**src/rtl/debounce_pkg.sv**
```systemverilog
// Shared helpers for the debounce_array block.
package debounce_pkg;

    // Bits needed to hold any value in 0..max_val (never less than one bit).
    function automatic int cnt_width(input int max_val);
        int w;
        w = $clog2(max_val + 1);
        if (w < 1) begin
            w = 1;
        end
        return w;
    endfunction

endpackage

```
**src/rtl/debounce_channel.sv**
```systemverilog
// One input channel: two-flop synchroniser, polarity normalisation,
// stability window, and the hold / auto-repeat event counters.
module debounce_channel
    import debounce_pkg::*;
#(
    parameter bit active_low_p   = 1'b1,
    parameter int stable_ticks_p = 16,
    parameter int hold_ticks_p   = 0,
    parameter int repeat_ticks_p = 0
) (
    input  logic clk_i,
    input  logic reset_n_i,
    input  logic tick_i,
    input  logic button_i,
    output logic pressed_o,
    output logic down_o,
    output logic up_o,
    output logic hold_o,
    output logic repeat_o
);

    localparam int STAB_W = cnt_width(stable_ticks_p);
    localparam int HOLD_W = cnt_width(hold_ticks_p);
    localparam int REP_W  = cnt_width(repeat_ticks_p);

    localparam logic [STAB_W-1:0] STAB_LAST = STAB_W'(stable_ticks_p - 1);
    localparam logic [HOLD_W-1:0] HOLD_MAX  = HOLD_W'(hold_ticks_p);
    localparam logic [HOLD_W-1:0] HOLD_LAST = HOLD_W'((hold_ticks_p > 0) ? hold_ticks_p - 1 : 0);
    localparam logic [REP_W-1:0]  REP_LAST  = REP_W'((repeat_ticks_p > 0) ? repeat_ticks_p - 1 : 0);

    localparam bit HOLD_EN = (hold_ticks_p > 0);
    localparam bit REP_EN  = (hold_ticks_p > 0) && (repeat_ticks_p > 0);

    logic              sync1_q, sync2_q;
    logic              pressed_q, pressed_d;
    logic              down_q, down_d;
    logic              up_q, up_d;
    logic              hold_q, hold_d;
    logic              repeat_q, repeat_d;
    logic [STAB_W-1:0] stab_q, stab_d;
    logic [HOLD_W-1:0] hold_cnt_q, hold_cnt_d;
    logic [REP_W-1:0]  rep_q, rep_d;
    logic              lvl;
    logic              toggle;

    // Normalised level: 1 means the button is physically pressed.
    assign lvl = sync2_q ^ active_low_p;

    // Stability window: any agreement restarts it, a full window of ticks flips the level.
    always_comb begin
        stab_d    = stab_q;
        pressed_d = pressed_q;
        down_d    = 1'b0;
        up_d      = 1'b0;
        toggle    = 1'b0;
        if (lvl == pressed_q) begin
            stab_d = '0;
        end else if (tick_i) begin
            if (stab_q == STAB_LAST) begin
                toggle    = 1'b1;
                pressed_d = lvl;
                stab_d    = '0;
                down_d    = lvl;
                up_d      = ~lvl;
            end else begin
                stab_d = stab_q + 1'b1;
            end
        end
    end

    // Hold and repeat timing; the release cycle itself never produces hold or repeat.
    always_comb begin
        hold_cnt_d = hold_cnt_q;
        rep_d      = rep_q;
        hold_d     = 1'b0;
        repeat_d   = 1'b0;
        if (!pressed_q || toggle) begin
            hold_cnt_d = '0;
            rep_d      = '0;
        end else if (tick_i && HOLD_EN) begin
            if (hold_cnt_q != HOLD_MAX) begin
                hold_cnt_d = hold_cnt_q + 1'b1;
                hold_d     = (hold_cnt_q == HOLD_LAST);
            end else if (REP_EN) begin
                if (rep_q == REP_LAST) begin
                    repeat_d = 1'b1;
                    rep_d    = '0;
                end else begin
                    rep_d = rep_q + 1'b1;
                end
            end
        end
    end

    // State registers; synchroniser resets to the released pin level.
    always_ff @(posedge clk_i or negedge reset_n_i) begin
        if (!reset_n_i) begin
            sync1_q    <= active_low_p;
            sync2_q    <= active_low_p;
            pressed_q  <= 1'b0;
            down_q     <= 1'b0;
            up_q       <= 1'b0;
            hold_q     <= 1'b0;
            repeat_q   <= 1'b0;
            stab_q     <= '0;
            hold_cnt_q <= '0;
            rep_q      <= '0;
        end else begin
            sync1_q    <= button_i;
            sync2_q    <= sync1_q;
            pressed_q  <= pressed_d;
            down_q     <= down_d;
            up_q       <= up_d;
            hold_q     <= hold_d;
            repeat_q   <= repeat_d;
            stab_q     <= stab_d;
            hold_cnt_q <= hold_cnt_d;
            rep_q      <= rep_d;
        end
    end

    assign pressed_o = pressed_q;
    assign down_o    = down_q;
    assign up_o      = up_q;
    assign hold_o    = hold_q;
    assign repeat_o  = repeat_q;

endmodule

```
**src/rtl/debounce_array.sv**
```systemverilog
// Multi-channel button conditioner: shared tick prescaler plus one
// debounce_channel per input pin.
module debounce_array
    import debounce_pkg::*;
#(
    parameter int channels_p     = 4,
    parameter bit active_low_p   = 1'b1,
    parameter int tick_div_p     = 1000,
    parameter int stable_ticks_p = 16,
    parameter int hold_ticks_p   = 0,
    parameter int repeat_ticks_p = 0
) (
    input  logic                  clk_i,
    input  logic                  reset_n_i,
    input  logic [channels_p-1:0] button_i,
    output logic [channels_p-1:0] pressed_o,
    output logic [channels_p-1:0] down_o,
    output logic [channels_p-1:0] up_o,
    output logic [channels_p-1:0] hold_o,
    output logic [channels_p-1:0] repeat_o
);

    localparam int               DIV_W    = cnt_width(tick_div_p - 1);
    localparam logic [DIV_W-1:0] DIV_LAST = DIV_W'(tick_div_p - 1);

    logic [DIV_W-1:0] div_q, div_d;
    logic             tick;

    // One-cycle tick on the last count of the prescaler.
    assign tick = (div_q == DIV_LAST);

    // Prescaler next state: wrap to zero after the tick.
    always_comb begin
        div_d = div_q + 1'b1;
        if (tick) begin
            div_d = '0;
        end
    end

    // Prescaler register.
    always_ff @(posedge clk_i or negedge reset_n_i) begin
        if (!reset_n_i) begin
            div_q <= '0;
        end else begin
            div_q <= div_d;
        end
    end

    for (genvar g = 0; g < channels_p; g++) begin : g_ch
        debounce_channel #(
            .active_low_p  (active_low_p),
            .stable_ticks_p(stable_ticks_p),
            .hold_ticks_p  (hold_ticks_p),
            .repeat_ticks_p(repeat_ticks_p)
        ) u_ch (
            .clk_i    (clk_i),
            .reset_n_i(reset_n_i),
            .tick_i   (tick),
            .button_i (button_i[g]),
            .pressed_o(pressed_o[g]),
            .down_o   (down_o[g]),
            .up_o     (up_o[g]),
            .hold_o   (hold_o[g]),
            .repeat_o (repeat_o[g])
        );
    end

endmodule

```
**config.mk**
```make
export PLATFORM = sky130hd
export DESIGN_NAME = debounce_array
export DESIGN_NICKNAME = d
export VERILOG_FILES = /design/src/rtl/debounce_pkg.sv /design/src/rtl/debounce_channel.sv /design/src/rtl/debounce_array.sv
export SDC_FILE = /design/constraint.sdc
export NUM_CORES = 1
export LEC_CHECK = 0
export ABC_AREA = 0
export ABC_CLOCK_PERIOD_IN_PS = 2080
export CORE_MARGIN = 2
export CORE_UTILIZATION = 55
export CTS_BUF_LIST = sky130_fd_sc_hd__clkbuf_16
export CTS_CLUSTER_DIAMETER = 200
export DETAILED_ROUTE_END_ITERATION = 8
export PLACE_DENSITY_LB_ADDON = 0.15
export SYNTH_ARGS = -nofsm -noshare
export SYNTH_HDL_FRONTEND = slang
export SYNTH_SLANG_ARGS = --single-unit
export TNS_END_PERCENT = 10
```
**constraint.sdc**
```tcl
create_clock -name clk_i -period 2.08 [get_ports clk_i]
set_input_delay 0.312 -clock clk_i [delete_from_list [all_inputs] [get_ports clk_i]]
set_output_delay 0.312 -clock clk_i [all_outputs]
set_load 0.02 [all_outputs]
```
# After elaboration in Yosys (flattened, before gate mapping)
# Cells that the tools add are included.
# word_totals
regBits	50
out_inout_bits	20
# classes
addsub	5
eq_ne	9
n_mux	37
bitwise_logic	8
reduce_logical	8
# ops
operator	n
$mux W5	12
$mux W1	24
$add A5 B1 Y5 const B	4
$eq A5 B4 Y1 const B	4
$reduce_and A3 Y1	4
$add A10 B1 Y10 const B	1
$eq A10 B10 Y1 const B	1
$mux W10	1
$not A1 Y1	8
$reduce_bool A2 Y1	4
$eq A1 B1 Y1	4

# Logic depth before layout (Yosys ltp)
# Gate-level depths: netlist (run 1).
# depth
ltp_word	4
depth_mapped	7
mapped_depth_nobuf	5

# Hierarchy
# A second synthesis (run 1) with hierarchy kept.
# hier_totals
hier_cells	191
hier_area_um2	2204.6
# modules_own_cells
module	n_inst	cells_each	area_per_inst_um2	seq_area_each_um2
debounce_channel	4	37	430.4	252.7
debounce_array	1	43	483.0	250.2

# Least setup slack after synthesis (run 1)
# Ideal clock, no wire load.
# synth_path
path_type	flip-flop to flip-flop
startpoint	register div_q[0]
endpoint	register g_ch[0].u_ch.stab_q[3]
arrival_time_ns	1.696
t_required_ns	1.997
setup_slack_ns	0.301
path_stages_with_launch	6
synth_period_minus_slack_ns	1.779
cell_sequence	dfrtp_1 -> ha_1 -> nand4b_2 -> or3_1 -> or4_1 -> o21ai_0
# synth_between
elab_chain_cells	2
# synth_rtl
element	line	source
start, declared	debounce_array.sv:26	logic [DIV_W-1:0] div_q, div_d;
start signal, assigned	debounce_array.sv:45	div_q <= div_d;
$eq A10 B10 Y1	debounce_array.sv:30	assign tick = (div_q == DIV_LAST);
$reduce_bool A2 Y1 (no source line)	--	
end signal, assigned	debounce_channel.sv:116	stab_q <= stab_d;
end, declared	debounce_channel.sv:40	logic [STAB_W-1:0] stab_q, stab_d;
# No other way between the ends.
# A chain may end at the register's enable or synchronous reset.

# Worst setup path in the final report (run 1)
# layout_path
startpoint	register div_q[0]
endpoint	register g_ch[2].u_ch.stab_q[3]
# layout_between
elab_chain_cells	2
# layout_rtl
element	line
$eq A10 B10 Y1	debounce_array.sv:30
$reduce_bool A2 Y1 (no source line)	--
end signal, assigned	debounce_channel.sv:116
end, declared	debounce_channel.sv:40
# No other way between the ends.

==> qor.txt, run 1 <==
Routed len/inst: 14.4 um
Buf/Inv on CP: 0
Distinct cell type count after synthesis: 36
Arr. time, crit path: 2140 ps
Top_reg_cell synth: dfrtp_1
Pwr dens: 711 nW/um2
Post-CTS Setup Inserts: 0
Mux share of post-synthesis cell area: 0.00489
Fillers: 319
CTS Buffer Depth: 2
CP Launch Type: flip-flop
Flops & latches, synth: 50
Core area: 4030 um2
Mapped Area: 2300 um2
Commonest non-fill, non-tap cell in the layout: dfrtp_1
Setup WS pre-CTS: 171 ps
Mapped Avg Cell Area: 10.7 um2
CTS root buf: clkbuf_16
Routed Antenna Nets: 0
Worst path slowest cell: or4_1
Hold Fails Final Rpt: 0
Adder-cell share of the synthesized area: 0.0272
Post-synthesis compound-gate area fraction: 0.106
Setup Total Neg Slack: 0 ps
Critical Path End Type: flip-flop
Initial antenna violation count: 0
Grt ovf: 0
Die X: 68.7 um
Clock sink count: 50
Num rows: 23
Crit path largest cell delay: 530 ps
Setup ws final: 154 ps
RSZ-0062 raised after global routing: no
Status: complete, no violations
Main combinational cell family by area after synthesis: simple AND/OR/NAND/NOR gates
CTS tree: yes
Die area: 4720 um2
Multi-input logic area: 878 um2
Routed vias: 1564
Routability Congestion: 0.805
DP HPWL: 2790 um
Slew Viols, Final: 0
Drt pass-1 iters: 4
Register area: 1260 um2
Total CTS buffers: 5
Resized Gates After CTS: 0
Peak Freq: 519 MHz
Max_cap viols: 0
Port bufs: 17
Leakage power: 1.11 nW
Height of the die: 68.7 um
Tmin final: 1930 ps
Share of layout cells above drive strength 1: 0.139
I/O pins: 26
Largest net degree at the start of global routing: 40
Worst path top cell family by delay: simple AND/OR/NAND/NOR gates
Initial Util: 0.572
H-Tree Depth: 2
Final setup viols: 0
Asr flop ratio synth: 1.00
GRT Total Usage: 0.202
Cell Chain, Critical Path: ha_1 -> nand4b_2 -> or3_1 -> or4_1 -> o21ai_0
Vias/cell: 5.59
Post-synthesis sequential area ratio: 0.548
Ant. Diodes: 0
Number of flops mapped to enable cells by yosys: 0
Most frequent cells in the layout: dfrtp_1 (42), nand2_1 (28), clkdlybuf4s50_1 (16)
Area grow syn2layout: 13.0%
Crit path kind: reg -> reg
Yosys warning total: 0
Drt first-iter violations: 114
Clk_lat worst skew: 290 ps
Final core occ: 0.646
Synthesized instance count: 215
Vias in the first global route: 1568
Post-Synth XOR/XNOR Area: 0.0570
Peak VDD IR: 0.000435 V
CTS clk-pin slew, worst paths: 70 ps
Crit Path Max Fanout: 6
Worst EP required: 2290 ps
Global-route wire length before repair: 7010 um
Post-Route WL: 4020 um
Layout Nets: 240
Synth Area in Simple Gates: 0.173
Period utilization: 0.926
Final Power: 1.85 mW
Final Skew: 6.57 ps
Worst min-delay path category: reg -> reg
Post-route DRC: 0
## path summary, 6_finish.rpt
check	from	endpoint	slack [ps]	depth (start not counted)
max reg2reg	div_q[0]	g_ch[2].u_ch.stab_q[3]	150	5
min	g_ch[2].u_ch.sync1_q	g_ch[2].u_ch.sync2_q	360	0
max in group asynchronous	reset_n_i	g_ch[3].u_ch.sync1_q	1050	3
max	div_q[0]	g_ch[2].u_ch.stab_q[3]	150	5
min reg2reg	g_ch[2].u_ch.sync1_q	g_ch[2].u_ch.sync2_q	360	0
min in group asynchronous	reset_n_i	g_ch[2].u_ch.down_o	460	2
## Yosys cell counts, types with 4 or more instances
cell	number	share of area
xor2_1	8	0.030
xnor2_1	7	0.027
dfrtp_1	42	0.46
nand2_1	28	0.046
dfstp_2	8	0.091
nor2_1	10	0.016
o21ai_0	9	0.020
a21oi_1	14	0.030
nand3_1	7	0.015
o31ai_1	5	0.016
buf_4	20	0.065
nor4_1	5	0.014
ha_1	5	0.027
nor3_1	6	0.013
nand4b_1	4	0.015
a31o_2	4	0.015
nand3b_1	4	0.013
## flip-flops by register name, indices dropped and copies added, names as in the netlist
name	count
div_q	10
g_ch.u_ch.down_o	4
g_ch.u_ch.pressed_o	4
g_ch.u_ch.stab_q	20
g_ch.u_ch.sync1_q	4
g_ch.u_ch.sync2_q	4
g_ch.u_ch.up_o	4
## final cells by class
cell class / instances / share of cell area
tap: 50 / 0.0240
inverter: 2 / 0.00288
clock inverter: 3 / 0.00769
sequential: 50 / 0.485
multi-input combinational: 144 / 0.337
clock buffer: 5 / 0.0481
timing repair buffer: 26 / 0.0952
## through the flow
step | instances | cell area, um2 | hold slack (ps)
after floorplan | 222 | 2330 | 16.4
after global placement | 271 | 2450 | 200
after detailed placement | 271 | 2450 | 226
after CTS | 280 | 2600 | 361
after global routing | 280 | 2600 | 364
final | 280 | 2600 | 359
## report_power, final
| part | leakage (nW) | internal (mW) | total (mW) | switching [mW] |
|---|---|---|---|---|
| Combinational | 0.389 | 0.0170 | 0.0590 | 0.0420 |
| Clock | 0.0679 | 0.446 | 0.797 | 0.351 |
| Sequential | 0.657 | 0.987 | 0.995 | 0.00812 |
## kinds of logic (layout without fill, tap and decap cells)
kind of cell | count (synthesis) | after routing
AND/OR/NAND/NOR | 76 | 76
multiplexers | 1 | 1
XOR/XNOR | 15 | 15
other | 1 | 8
adder cells (fa/ha/maj) | 5 | 5
buffers and inverters | 28 | 36
AO/OA/AOI/OAI | 39 | 39
flip-flops | 50 | 50
## what timing repair did
| action | CTS | global route |
|---|---|---|
| setup endpoints to repair | 0 | 0 |
| hold endpoints to repair | 6 | 0 |
| hold buffers | 1 | 0 |
## layer usage
layer,routed length [um],track usage
met5,0,0
met4,61,0.0833
met3,108,0.0438
met2,2040,0.350
met1,1820,0.245
Note: power is estimated with default switching activity, not from simulation.
==> inputs of run 2 (changes only) <==
- PLACE_DENSITY: not set -> 0.86
- PLACE_DENSITY_LB_ADDON: 0.15 -> not set
==> run 2 against run 1 <==
Sequential power is essentially flat. Clock power shrank 6.9%. Critical path type unchanged. Count of clock-buffer cells in the layout did not move. Clock skew down 1.1 ps. Largest cell class unchanged. Sequential share of layout area up 0.42 points. Power decreased by 3.1%.
==> qor.txt, run 2 (same netlist as run 1, synthesis figures left out) <==
Arr. time, crit path: 2110 ps
Initial antenna violation count: 0
Slew Viols, Final: 0
Drt first-iter violations: 95
Vias/cell: 5.67
Crit path launch: div_q[0]
Largest registers: g_ch.u_ch.stab_q (20), div_q (10)
CTS Buffer Depth: 2
Height of the die: 68.7 um
Num rows: 23
Ant. Diodes: 0
Commonest non-fill, non-tap cell in the layout: dfrtp_1
Layout Nets: 240
CP Launch Type: flip-flop
Port bufs: 17
Peak Freq: 522 MHz
Clock sink count: 50
Cell Chain, Critical Path: ha_1 -> nand4b_2 -> or3_1 -> or4_1 -> o21ai_0
I/O pins: 26
RR Endpoint: g_ch[0].u_ch.stab_q[3]
Crit Path Max Fanout: 7
Share of layout cells above drive strength 1: 0.140
Area after DPL: 2430 um2
CTS tree: yes
Status: complete, no violations
DP Cell Count: 271
Final setup viols: 0
Routed len/inst: 13.8 um
Leakage power: 1.11 nW
CTS root buf: clkbuf_16
Final Skew: 5.48 ps
Routed Antenna Nets: 0
Total CTS buffers: 5
Setup ws final: 165 ps
Worst path slowest cell: or4_1
RSZ-0062 raised after global routing: no
Hold Fails Final Rpt: 0
Worst min-delay path category: reg -> reg
Crit path kind: reg -> reg
Die area: 4720 um2
Most frequent cells in the layout: dfrtp_1 (42), nand2_1 (28), clkdlybuf4s50_1 (16)
Core area: 4030 um2
GRT Total Usage: 0.189
Clk_lat worst skew: 280 ps
Critical R2R Launch: div_q[0]
Initial Util: 0.572
Grt ovf: 0
R2R Setup Slk: 170 ps
Post-Route WL: 3860 um
Fin area: 2580 um2
H-Tree Depth: 2
Pwr dens: 695 nW/um2
Die X: 68.7 um
Post-CTS Setup Inserts: 0
Fin cells: 279
Crit path largest cell delay: 540 ps
Vias in the first global route: 1491
Critical Path End Type: flip-flop
Tmin final: 1910 ps
Peak VDD IR: 0.000618 V
Cells on worst reg2reg path: 5
Worst EP required: 2280 ps
Largest net degree at the start of global routing: 20
Routed vias: 1581
Max FFs per register: 20
Routability Congestion: 0.767
Drt pass-1 iters: 5
Largest Register: g_ch.u_ch.stab_q
Setup WS pre-CTS: 160 ps
Post-route DRC: 0
Period utilization: 0.921
DP HPWL: 2770 um
Setup Total Neg Slack: 0 ps
Crit path to: g_ch[0].u_ch.stab_q[3]
Max_cap viols: 0
Global-route wire length before repair: 6630 um
Area grow syn2layout: 12.0%
CTS clk-pin slew, worst paths: 60 ps
-- run 2: cell count changes in the layout (fill, tap and decap cells not counted), sizes merged --
cell	delta
inv	-1
clkinvlp	-1
clkinv	+1
-- run 2: worst max-delay path: cells and delay by family, from the launching register on --
| kind | cells | cell delay [ps] |
|---|---|---|
| AND/OR/NAND/NOR | 3 | 1120 |
| AO/OA/AOI/OAI | 1 | 90 |
| adder cells (fa/ha/maj) | 1 | 240 |
| flip-flops | 1 | 380 |
-- run 2: final cells by class --
type	instances	area [um2]
clock inverters	2	10.0
inverters	2	7.51
clock buffers	5	125
well taps	50	62.6
fillers	318	1450
repair buffers	26	235
flip-flops and latches	50	1260
multi-input cells	144	878
-- run 2: repair_timing --
action | in CTS | in global routing
hold buffers | 1 | 0
gates resized for setup | 0 | 0
hold endpoints to repair | 12 | 0
-- run 2: worst min-delay path by stage --
stage / endpoint / from / depth (start not counted)
global placement: g_ch[2].u_ch.pressed_o / reset_n_i / 1
finish: g_ch[1].u_ch.sync2_q / g_ch[1].u_ch.sync1_q / 0
floorplan: div_q[0] / reset_n_i / 0
detailed placement: g_ch[2].u_ch.pressed_o / reset_n_i / 1
CTS: g_ch[1].u_ch.sync2_q / g_ch[1].u_ch.sync1_q / 0
global route: g_ch[0].u_ch.sync2_q / g_ch[0].u_ch.sync1_q / 0
-- run 2: layer usage --
metal / wire (um) / track usage / vias to the layer above
met4: 34 / 0.0515 / 0
met5: 0 / 0 / -
met3: 126 / 0.0390 / 4
li1: - / - / 763
met2: 1980 / 0.328 / 31
met1: 1710 / 0.241 / 783
-- run 2: metrics by stage --
step	power, mW	hold slack, ps	util
global placement	1.07	248	0.604
CTS	1.81	358	0.640
detailed placement	1.07	256	0.604
finish	1.79	358	0.640
global route	1.87	362	0.640
floorplan	1.04	16.4	-
-- run 2: power breakdown --
| part | internal, mW | switching (mW) | total, mW |
|---|---|---|---|
| clock network | 0.434 | 0.309 | 0.742 |
| registers | 0.987 | 0.00766 | 0.995 |
| logic | 0.0156 | 0.0407 | 0.0563 |
| total | 1.44 | 0.357 | 1.79 |
==> inputs of run 3 (changes only) <==
- CTS_CLUSTER_SIZE: not set -> 20
- GPL_ROUTABILITY_DRIVEN: not set -> 0
==> results of run 3 <==
Same layout as run 2: the final DEF is identical, and so are final timing and power.
==> RTL edit 1: new RTL, flow settings as in run 1 <==
Reset style: synchronous (`reset_n_i`), changed in 2 clocked blocks.
--- a/src/rtl/debounce_channel.sv
+++ b/src/rtl/debounce_channel.sv
@@ -93,7 +93,7 @@
     end
 
     // State registers; synchroniser resets to the released pin level.
-    always_ff @(posedge clk_i or negedge reset_n_i) begin
+    always_ff @(posedge clk_i) begin
         if (!reset_n_i) begin
             sync1_q    <= active_low_p;
             sync2_q    <= active_low_p;
--- a/src/rtl/debounce_array.sv
+++ b/src/rtl/debounce_array.sv
@@ -38,7 +38,7 @@
     end
 
     // Prescaler register.
-    always_ff @(posedge clk_i or negedge reset_n_i) begin
+    always_ff @(posedge clk_i) begin
         if (!reset_n_i) begin
             div_q <= '0;
         end else begin
Function: no difference found for any inputs over 10 cycles, from zero or initial values and one cycle with reset_n_i low; that may be too few to reach the edited logic, so the function may still have changed.
==> RTL edit 1 against run 1 <==
- synthesized area up 1.0%
- global-route usage down 1.0 points
- sequential share of layout area down 9.2 points
- synthesized cell count up 9.8%
- setup slack better by 0.10 ns
- final area down 1.9%
- worst hold slack better by 0.049 ns
- clock power down 5.9%
- die area up 0.98%
- sequential cell count unchanged
- via count up 12%
- wire length up 8.7%
- power down 2.9%
==> RTL edit 1: results (changes against run 1) <==
- Iter 0 DRT Violations: 93 (-18%)
- DRT Pass-1 Iters: 4 (unchanged)
- Post-CTS Repair Setup Buffers: 0 (unchanged)
- Cells taking the most area after synthesis: dfxtp_1 (43%), buf_4 (6.8%), o31ai_1 (4.8%), a211oi_1 (3.5%), nand4_1 (3.5%)
- Top Registers: g_ch.u_ch.stab_q x20, div_q x10
- Clock-pin transition on the worst setup and hold timing paths: ~0.06 ns
- CTS HTree Levels: 2 (unchanged)
- Largest net degree at the start of global routing: 41 (+2.5%)
- Crit-path max FO: 27 (+21)
- Yosys cell types: 37 (+2.8%)
- Status: finished clean
- Antenna violations before repair: 0 (unchanged)
- Top post-synthesis cells by count: dfxtp_1 (50), buf_4 (21), o31ai_1 (15)
- Worst Hold Class: reg -> reg
- Resize count post-CTS: 0 (unchanged)
- CP arrival: 2.03 ns (-0.11 ns)
- TritonCTS buffer count: 5 (unchanged)
- Gr usage total: 19.2% (-1.0 points)
- WL per Instance: 15.2 um (+5.7%)
- Fraction of registers with async set/reset: 0% (-100 points)
- GPL Wtd Cong: 0.788 (-2.1%)
- Vias per cell: 6.06 (+8.5%)
- Layout cells sized above 1: 6.72% (-7.2 points)
- Maximum vdd drop: 0.582 mV (+34%)
- Main flop type after synthesis: dfxtp_1
- Synthesis Warnings: 0 (unchanged)
- Root Buffer: clkbuf_16
- Clk Latency, worst-skew pair: 0.28 ns
- Leak Pwr: 0.845 nW (-24%)
- Worst Tran Pin Value: 0.659 ns
- First-pass GRT wire length: 7450 um (+6.2%)
- Fill count: 333 (+4.4%)
- CTS Buffer Depth: 2 (unchanged)
- Clock skew: 0.00489 ns (-0.00168 ns)
- Fin nets: 249 (+3.8%)
- Port buffer count: 17 (unchanged)
- # diodes: 0 (unchanged)
- Vias in the first global route: 1697 (+8.2%)
- Seq/Total Area, Yosys: 43.0% (-12 points)
- Final worst path period share: 87.8% (-4.8 points)
- DP HPWL: 2980 um (+6.8%)
## RTL edit 1: cell count changes after synthesis, moves of 9 or more
cell / run 1 / this run
nand4_1: 2 / 13
a211oi_1: 0 / 11
nand2b_1: 0 / 12
dfxtp_1: 0 / 50
a21oi_1: 14 / 5
nand2_1: 28 / 11
o31ai_1: 5 / 15
dfrtp_1: 42 / 0
## RTL edit 1: worst paths after layout
path	from	end	slack [ns]	depth (start not counted)
hold reg to reg	g_ch[2].u_ch.sync1_q	g_ch[2].u_ch.sync2_q	0.41	1
setup / recovery	div_q[0]	g_ch[3].u_ch.pressed_o	0.25	5
hold / removal	g_ch[2].u_ch.sync1_q	g_ch[2].u_ch.sync2_q	0.41	1
setup reg to reg	div_q[0]	g_ch[3].u_ch.pressed_o	0.25	5
## RTL edit 1: per-stage QoR
stage / cell area (sq um) / worst slack, ns / cells
after floorplan: 2350 / 0.385 / 243
after detailed placement: 2420 / 0.258 / 281
after CTS: 2550 / 0.246 / 288
final: 2550 / 0.254 / 288
after global routing: 2550 / 0.0470 / 288
after global placement: 2420 / 0.326 / 281
## RTL edit 1: cell families after synthesis
kind of cell | count (synthesis) | share of synthesized area [%]
other cells | 1 | 0.161
simple gates | 88 | 25.6
xor+xnor | 7 | 2.63
fa+ha+maj | 5 | 2.69
mux | 8 | 3.44
buf+inv | 37 | 9.78
compound gates | 40 | 12.7
flops | 50 | 43.0
## RTL edit 1: metal layers
metal	part of all wire, %	wire, um	global-route usage, %
met1	45	1950	22.0
met2	50	2170	33.1
met3	4.3	188	4.24
met4	1.4	61	10.5
met5	0	0	0
## RTL edit 1: final cells by class
cell class / count / area share, %
Clock buffer: 5 / 4.90
Clock inverter: 2 / 0.294
Inverter: 3 / 0.441
Multi-Input combinational cell: 156 / 44.1
Sequential cell: 50 / 39.2
Tap cell: 50 / 2.45
Timing Repair Buffer: 22 / 8.63
## RTL edit 1: worst max-delay path: stages (launching register included)
cell and delay (ns):
dfxtp_1 0.37, ha_1 0.23, nand4bb_1 0.11, buf_4 0.24
nor4_2 0.54, mux2i_1 0.25
## RTL edit 1: where the power goes
part	total (mW)	switching (mW)	internal, mW
clock	0.750	0.320	0.430
sequential	0.979	0.00902	0.970
combinational	0.0682	0.0419	0.0263
==> RTL edit 2: new RTL, flow settings as in run 1 <==
Without the edit above. `hold_ticks_p` is set to 0 in 2 places; all go to 1.
--- a/src/rtl/debounce_channel.sv
+++ b/src/rtl/debounce_channel.sv
@@ -5,7 +5,7 @@
 #(
     parameter bit active_low_p   = 1'b1,
     parameter int stable_ticks_p = 16,
-    parameter int hold_ticks_p   = 0,
+    parameter int hold_ticks_p   = 1,
     parameter int repeat_ticks_p = 0
 ) (
     input  logic clk_i,
--- a/src/rtl/debounce_array.sv
+++ b/src/rtl/debounce_array.sv
@@ -7,7 +7,7 @@
     parameter bit active_low_p   = 1'b1,
     parameter int tick_div_p     = 1000,
     parameter int stable_ticks_p = 16,
-    parameter int hold_ticks_p   = 0,
+    parameter int hold_ticks_p   = 1,
     parameter int repeat_ticks_p = 0
 ) (
     input  logic                  clk_i,
Function: no difference found for any inputs over 10 cycles, from zero or initial values and one cycle with reset_n_i low; that may be too few to reach the edited logic, so the function may still have changed.
==> RTL edit 2 against run 1 <==
- maximum frequency shrank 0.43%
- die area rose by 13%
- synthesized area increased by 14%
- sequential share of layout area down 0.55 points
- highest routed layer unchanged
- cell count increased by 11%
- power grew 39%
- first-iteration DRC count is 26% lower
- critical path type unchanged
- clock skew about the same
- final area grew 17%
- sequential cell count rose by 8
- count of clock-buffer cells in the layout is 4 higher
- wire length rose by 4.1%
- setup slack got worse by 0.0082 ns
- utilization up 0.85 points
==> RTL edit 2: results (changes against run 1) <==
- Status: finished clean
- Post-CTS Repair Setup Buffers: 0 (unchanged)
- Maximum vdd drop: 0.536 mV (+23%)
- Worst Setup Slack post-DPL: 0.136 ns (-0.0346 ns)
- DP HPWL: 2730 um (-2.1%)
- Worst Tran Pin Value: 0.519 ns
- Root Buffer: clkbuf_16
- Iter 0 DRT Violations: 84 (-26%)
- CP arrival: 2.17 ns (+0.03 ns)
- First-pass GRT wire length: 7290 um (+4.0%)
- Maximum single-stage delay on the critical path: 0.52 ns
- Main flop type after synthesis: dfrtp_1
- Fin nets: 264 (+10%)
- CTS HTree Levels: 3 (+1)
- CP delay by family, top: simple AND/OR/NAND/NOR gates
- # diodes: 0 (unchanged)
- Clk Latency, worst-skew pair: 0.32 ns (+0.03 ns)
- Cells taking the most area after synthesis: dfrtp_1 (48%), dfstp_2 (8.0%), buf_4 (5.7%), nand2_1 (4.0%), nor2_1 (3.9%)
- Port buffer count: 21 (+4)
- Leak Pwr: 1.44 nW (+30%)
- DP Cell Count: 295 (+8.9%)
- Vias in the first global route: 1665 (+6.2%)
- Vias per cell: 5.52 (-1.2%)
- Top post-synthesis cells by count: dfrtp_1 (50), nand2_1 (28), nor2_1 (27)
- Top Registers: g_ch.u_ch.stab_q x20, div_q x10
- Seq/Total Area, Yosys: 55.9% (+1.1 points)
- Biggest register: g_ch.u_ch.stab_q
- Resize count post-CTS: 0 (unchanged)
- Clock-pin transition on the worst setup and hold timing paths: 0.05 ns (-0.02 ns)
- GPL Wtd Cong: 0.739 (-8.2%)
- DRT Pass-1 Iters: 5 (+1)
- TritonCTS buffer count: 9 (+4)
- Fill count: 348 (+9.1%)
- Antenna violations before repair: 0 (unchanged)
- Hold Crit Depth: 0 (unchanged)
- Worst Hold Class: reg -> reg
- Synthesis Warnings: 0 (unchanged)
- CTS Buffer Depth: 2 (unchanged)
- Worst Reg-to-Reg Cells: 5 (unchanged)
- Syn avg cell area: 10.9 sq um (+1.3%)
- Clock skew: 0.00663 ns (+0.0000567 ns)
- Critical-path top delay cell: or3_4
- Fraction of registers with async set/reset: 100% (unchanged)
- Layout cells sized above 1: 13.2% (-0.73 points)
- Yosys cell types: 39 (+8.3%)
- Gr usage total: 18.4% (-1.9 points)
- Total Wirelength: 4190 um (+4.1%)
- Largest net degree at the start of global routing: 37 (-7.5%)
- Final worst path period share: 93.0% (+0.40 points)
- Final non-filler cell total: 312 (+11%)
- Crit-path max FO: 21 (+15)
RTL edit 2: cell count changes after synthesis, sizes merged, moves of 5 or more:
cell,change
dfrtp,+8
nor2,+17
o21ai,-5
o31ai,-5
RTL edit 2: metal layers:
| layer | global-route usage [%] | up-vias | part of all wire (%) |
|---|---|---|---|
| met5 | 0 | - | 0 |
| met4 | 6.79 | 0 | 1.3 |
| li1 | - | 840 | - |
| met3 | 7.87 | 8 | 3.8 |
| met2 | 29.9 | 21 | 50 |
| met1 | 21.7 | 852 | 45 |
RTL edit 2: cells by family after synthesis:
kind of cell | synth area share (%)
DFF | 55.9
AOI/OAI and AO/OA | 11.7
and+or+nand+nor | 15.7
other | 0.143
muxes | 1.53
xor gates and xnor gates | 4.69
buffers and inverters | 7.99
adders and majority gates | 2.39
RTL edit 2: worst paths after layout:
check | end | slack, ns | startpoint
max | g_ch[0].u_ch.stab_q[0] | 0.15 | div_q[0]
min | g_ch[2].u_ch.sync2_q | 0.35 | g_ch[2].u_ch.sync1_q
max reg2reg | g_ch[0].u_ch.stab_q[0] | 0.15 | div_q[0]
min reg2reg | g_ch[2].u_ch.sync2_q | 0.35 | g_ch[2].u_ch.sync1_q
max in group asynchronous | g_ch[3].u_ch.sync2_q | 0.94 | reset_n_i
min in group asynchronous | g_ch[1].u_ch.up_o | 0.50 | reset_n_i
RTL edit 2: power breakdown:
part / internal [mW] / switching [mW]
clock: 0.899 / 0.457
sequential: 1.15 / 0.00941
combinational: 0.0175 / 0.0380
total: 2.06 / 0.504
RTL edit 2: worst register-to-register path, delay by kind of cell (launching register included):
kind            cells  cell delay [ns]
flops               1             0.39
fa+ha+maj           1             0.25
simple gates        3             1.07
compound gates      1             0.16
RTL edit 2: cell type report:
type | instances | area (sq um) | share of cell area [%]
Clock buffer | 9 | 225 | 7.38
Clock inverter | 7 | 53.8 | 1.76
Inverter | 4 | 15.0 | 0.492
Multi-Input combinational cell | 153 | 962 | 31.5
Sequential cell | 58 | 1460 | 47.9
Tap cell | 54 | 67.6 | 2.21
Timing Repair Buffer | 27 | 265 | 8.70
RTL edit 2: what timing repair did:
action / 4_1_cts / 5_1_grt
hold buffers: 1 / 0
hold endpoints to repair: 20 / 0
endpoints found under the setup margin: 0 / 0
RTL edit 2: stage by stage:
stage	cell area, sq um	utilization (%)
2_1_floorplan	2630	-
3_3_place_gp	2760	59.2
3_5_place_dp	2760	59.2
4_1_cts	3050	65.4
5_1_grt	3050	65.4
6_report	3050	65.4
